[config.mk]
export PLATFORM = sky130hd
export DESIGN_NAME = pipeline_hazard_ctrl
export DESIGN_NICKNAME = d
export VERILOG_FILES = /design/src/rtl/pipeline_hazard_ctrl.sv
export SDC_FILE = /design/constraint.sdc
export NUM_CORES = 1
export LEC_CHECK = 0
export CAP_MARGIN = 20
export CORE_MARGIN = 4
export CORE_UTILIZATION = 51
export DETAILED_ROUTE_END_ITERATION = 8
export GPL_TIMING_DRIVEN = 0
export PLACE_DENSITY_LB_ADDON = 0.1
export SYNTH_ARGS = -nofsm -noshare
export SYNTH_HDL_FRONTEND = slang
export SYNTH_SLANG_ARGS = --single-unit
[constraint.sdc]
create_clock -name clk -period 5.7 [get_ports clk]
set_clock_uncertainty 0.05 [all_clocks]
set_input_delay 1.14 -clock clk [delete_from_list [all_inputs] [get_ports clk]]
set_output_delay 1.14 -clock clk [all_outputs]
set_load 0.01 [all_outputs]
[src/rtl/pipeline_hazard_ctrl.sv]
// Hazard/sequencing control for the 5-stage TSC pipeline: load-use and RAW stalls, predict-not-taken
// redirects, HLT drain and freeze, retired-instruction count. Optional macro: FORWARDING_EN.
//
// state  | meaning
// -------+-------------------------------------------------------------
// RUN    | normal fetch/issue, hazard and redirect priorities active
// DRAIN  | HLT accepted in ID, fetch blocked, older work flows to WB
// HALTED | HLT retired, every pipeline register and the PC frozen
module pipeline_hazard_ctrl #(
    parameter int CNT_W = 16
) (
    input  logic             clk,
    input  logic             reset_n,
    input  logic             ID_use_rs,
    input  logic             ID_use_rt,
    input  logic [1:0]       ID_rs,
    input  logic [1:0]       ID_rt,
    input  logic             ID_Halt,
    input  logic             ID_jump,
    input  logic             EX_branch_taken,
    input  logic             EX_RegWrite,
    input  logic             EX_MemRead,
    input  logic [1:0]       EX_reg_write_addr,
    input  logic             MEM_RegWrite,
    input  logic [1:0]       MEM_reg_write_addr,
    input  logic             WB_Halt,
    output logic             pc_stall,
    output logic [1:0]       pc_sel,
    output logic             if_id_stall,
    output logic             if_id_flush,
    output logic             id_ex_bubble,
    output logic             halt,
    output logic             is_halted,
    output logic [CNT_W-1:0] num_inst
);

    typedef enum logic [1:0] {
        RUN    = 2'd0,
        DRAIN  = 2'd1,
        HALTED = 2'd2
    } state_t;

    state_t           state, state_nxt;
    logic             v_id, v_ex, v_mem, v_wb;
    logic [CNT_W-1:0] cnt_q;

    logic             load_en;
    logic             hz;
    logic             br_flush;
    logic             enter_drain;

    logic             pc_stall_c;
    logic [1:0]       pc_sel_c;
    logic             if_id_stall_c;
    logic             if_id_flush_c;
    logic             id_ex_bubble_c;
    logic             halt_c;
    logic             is_halted_c;

    function automatic logic src_hit(input logic       use_s,
                                     input logic [1:0] s,
                                     input logic       wr_en,
                                     input logic [1:0] wr_addr);
        return use_s & wr_en & (s == wr_addr);
    endfunction

    assign load_en = v_ex & EX_RegWrite & EX_MemRead;

`ifdef FORWARDING_EN
    // MEM destination is only needed for stall detection when nothing forwards.
    logic unused_mem;
    assign unused_mem = ^{MEM_RegWrite, MEM_reg_write_addr};

    assign hz = v_id & (src_hit(ID_use_rs, ID_rs, load_en, EX_reg_write_addr) |
                        src_hit(ID_use_rt, ID_rt, load_en, EX_reg_write_addr));
`else
    logic ex_en;
    logic mem_en;
    assign ex_en  = v_ex & EX_RegWrite;
    assign mem_en = v_mem & MEM_RegWrite;

    assign hz = v_id & (src_hit(ID_use_rs, ID_rs, load_en, EX_reg_write_addr) |
                        src_hit(ID_use_rt, ID_rt, load_en, EX_reg_write_addr) |
                        src_hit(ID_use_rs, ID_rs, ex_en,   EX_reg_write_addr) |
                        src_hit(ID_use_rt, ID_rt, ex_en,   EX_reg_write_addr) |
                        src_hit(ID_use_rs, ID_rs, mem_en,  MEM_reg_write_addr) |
                        src_hit(ID_use_rt, ID_rt, mem_en,  MEM_reg_write_addr));
`endif

    assign br_flush    = EX_branch_taken & v_ex;
    assign enter_drain = (state == RUN) & v_id & ID_Halt & ~hz & ~br_flush;

    always_comb begin
        state_nxt      = state;
        pc_stall_c     = 1'b0;
        pc_sel_c       = 2'd0;
        if_id_stall_c  = 1'b0;
        if_id_flush_c  = 1'b0;
        id_ex_bubble_c = 1'b0;
        halt_c         = 1'b0;
        is_halted_c    = 1'b0;
        case (state)
            RUN: begin
                if (br_flush) begin
                    pc_sel_c       = 2'd2;
                    if_id_flush_c  = 1'b1;
                    id_ex_bubble_c = 1'b1;
                end else if (hz) begin
                    pc_stall_c     = 1'b1;
                    if_id_stall_c  = 1'b1;
                    id_ex_bubble_c = 1'b1;
                end else if (ID_jump && v_id) begin
                    pc_sel_c      = 2'd1;
                    if_id_flush_c = 1'b1;
                end
                if (enter_drain) begin
                    state_nxt = DRAIN;
                end
            end
            DRAIN: begin
                pc_stall_c    = 1'b1;
                if_id_flush_c = 1'b1;
                if (v_wb && WB_Halt) begin
                    state_nxt = HALTED;
                end
            end
            HALTED: begin
                pc_stall_c  = 1'b1;
                halt_c      = 1'b1;
                is_halted_c = 1'b1;
            end
            default: begin
                state_nxt = RUN;
            end
        endcase
    end

    always_ff @(posedge clk) begin
        if (!reset_n) begin
            state <= RUN;
            v_id  <= 1'b0;
            v_ex  <= 1'b0;
            v_mem <= 1'b0;
            v_wb  <= 1'b0;
            cnt_q <= '0;
        end else begin
            state <= state_nxt;
            if (!halt_c) begin
                v_wb  <= v_mem;
                v_mem <= v_ex;
                v_ex  <= v_id & ~id_ex_bubble_c;
                v_id  <= if_id_stall_c ? v_id
                                       : (~if_id_flush_c & (state == RUN) & ~enter_drain);
            end
            // The HLT itself counts on the DRAIN->HALTED edge; nothing counts once frozen.
            if (v_wb && (state != HALTED)) begin
                cnt_q <= cnt_q + CNT_W'(1);
            end
        end
    end

    assign pc_stall     = reset_n & pc_stall_c;
    assign pc_sel       = reset_n ? pc_sel_c : 2'd0;
    assign if_id_stall  = reset_n & if_id_stall_c;
    assign if_id_flush  = reset_n & if_id_flush_c;
    assign id_ex_bubble = reset_n & id_ex_bubble_c;
    assign halt         = reset_n & halt_c;
    assign is_halted    = reset_n & is_halted_c;
    assign num_inst     = reset_n ? cnt_q : '0;

endmodule

==> reports/qor.yml <==
outcome: "complete, no violations"
synthFlopType: "dfxtp_1"
path_delay_family: "buffers and inverters"
ys_ff_latch: 22
hold_class: "flip-flop to flip-flop"
synth.top_cell.area_share_pct: 30.3
grt_max_degree: 14
clk_latency_ns: 0.32
cap_violations: 0
vias: 1364
regArea_um2: 440
yosys.area.top_type: "dfxtp_1"
pin_count: 43
antenna_found_initial: 0
crit_fanout: 7
path_cells: "clkdlybuf4s50_1 -> xor2_1 -> nor3_1 -> nor4_4 -> and2_4 -> a32o_1 -> clkdlybuf4s50_1"
synth_area_um2: 1460
die_w_um: 61.4
crit_path_start: "ID_rt[0]"
multiInputGateArea_um2: 951
layout_commonest_cell: "clkdlybuf4s50_1"
via_per_inst: 5.39
drv_slew: 0
max_freq_mhz: 218
ys_top_cells_by_area: "dfxtp_1, and2_1, xnor2_1"
p_leak_nw: 0.779
cts_resized: 0
numCtsBuffers: 3
crit_path_end_kind: "output port"
ant_nets: 0
final_cell_mix: "clkdlybuf4s50_1, and2_1, dfxtp_1"
slowest_stage: "clkdlybuf4s50_1"
cp-start-kind: "primary input"
wl_per_cell_um: 13.0
cts.sinks: 22
area_delta_synth_final_pct: 34.5
path_class: "primary input to output port"
fill_cells: 234
cp.required_ns: 4.51
die_h_um: 61.4
wl_um: 3280
critical_path_buf_inv_count: 2
port_buffers: 41
clk_pin_slew_ns: 0.14
rsz0062_at_grt: "no"
initial_core_util_pct: 53.2
syn_nets: 201
fin_crit_sh_pct: 80.3
antenna_cells: 0
yosysUniqueCellTypes: 36
fin_nets: 247
clockBufferDepth: 2
route.detailed.drc: 0
rows: 19
min_from: "cnt_q[10]$_SDFFE_PN0P_"
hpwl_um: 2590
first_pass_iters: 4
cts_setup_buffers: 0
postCtsHoldBufs: 0
synthCells: 177
setup_viol: 0
coreArea_um2: 2730
layout_min_cycle_time_ns: 4.58
ys_warn_count: 0
synth.yosys.seq_area_share_pct: 30.3
setup_tns_ns: 0
place.gp.congestion: 0.857
vdd_drop_max_mv: 0.226
cts-htree-levels: 1
grt_pass1_vias: 1264
cp_common_cell: "clkdlybuf4s50_1"
async_flop_share_pct: 0
dieArea_um2: 3770
grt_pass1_wl_um: 5150
totalPowerFinal_mw: 0.363
cts_tree: "done"
tightestPinTransition_ns: 0.489
drive_above_1_share_pct: 6.31
r2r-start: "state[0]$_SDFFE_PN0P_"
arrival_ns: 3.39
synth_edf_count: 0
grt_overflow: 0
grt_use_total_pct: 17.8
slowest_delay_ns: 0.53
hold_violations: 0
p_per_area_nw_per_um2: 186
root_buffer: "clkbuf_4"
drt_iter0_drc: 38
timing.slew.headroom_pct: 67.1
synth_area_per_cell_um2: 8.22
sequential cells by signal, indices dropped and copies added, names as in the netlist:
register,count
cnt_q,16
state,2
v_wb,1
v_id,1
v_ex,1
v_mem,1
kinds of logic (layout without fill, tap and decap cells):
logic type                 Yosys count  after routing  share of synthesized area (%)
and+or+nand+nor                     96             96                           38.3
DFF                                 22             22                           30.3
AOI/OAI and AO/OA                   19             19                           9.11
xor gates and xnor gates            18             18                           10.8
buffers and inverters               13             58                           4.39
adders and majority gates            5              5                           4.30
muxes                                4              4                           2.84
worst paths after layout:
check	slack, ns	cells past startpoint	to
setup / recovery	1.12	7	if_id_flush
hold / removal	0.47	2	cnt_q[10]$_SDFFE_PN0P_
setup reg to reg	3.67	8	cnt_q[8]$_SDFFE_PN0P_
hold reg to reg	0.47	2	cnt_q[10]$_SDFFE_PN0P_
synth_stat cells, drive strengths merged (4+ instances only):
master / number
nand4: 9
nor3: 6
xnor2: 10
xor2: 8
nor2b: 5
clkbuf: 5
and3: 5
nand2: 15
o21ai: 6
nand3: 11
inv: 5
dfxtp: 22
nor2: 7
and2: 30
ha: 5
nor4: 4
final cells by class:
cell class | instances | share of cell area (%)
clock inverter | 1 | 1.53
buffer | 8 | 2.30
tap | 31 | 1.98
inverter | 5 | 0.959
clock buffer | 3 | 1.15
multi-input combinational | 142 | 48.6
sequential | 22 | 22.5
timing repair buffer | 41 | 21.0
metal layers:
| metal | part of all wire, % | track usage, % | wire [µm] | up-vias |
|---|---|---|---|---|
| met5 | 0 | 0 | 0 | - |
| li1 | - | - | - | 705 |
| met3 | 5.7 | 4.40 | 186 | 5 |
| met1 | 44 | 20.3 | 1460 | 611 |
| met2 | 49 | 33.5 | 1610 | 43 |
| met4 | 0.70 | 3.03 | 23 | 0 |
through the flow:
step	instances	setup WS (ns)	util [%]	hold slack, ns	area (µm²)
6_report	253	1.12	71.6	0.466	1960
5_1_grt	253	0.979	71.6	0.511	1960
4_1_cts	253	1.12	71.6	0.468	1960
3_5_place_dp	249	1.13	69.7	0.449	1900
3_3_place_gp	249	1.13	69.7	0.434	1900
2_1_floorplan	177	2.24	-	0.418	1460
worst register-to-register path, stage by stage, from the launching register on:
cell and delay (ns):
dfxtp_1 0.41, inv_1 0.09, ha_1 0.21, buf_6 0.14, nor2b_2 0.10, buf_4 0.18
nand4_2 0.21, or3_1 0.40, a21boi_0 0.18
power by group:
part	switching (mW)	internal, mW	leakage [nW]
Clock	0.0516	0.0711	0.0279
Sequential	0.00822	0.159	0.178
Combinational	0.0343	0.0384	0.573
Total	0.0941	0.269	0.779
No activity file was read; power rests on OpenSTA's default activity.
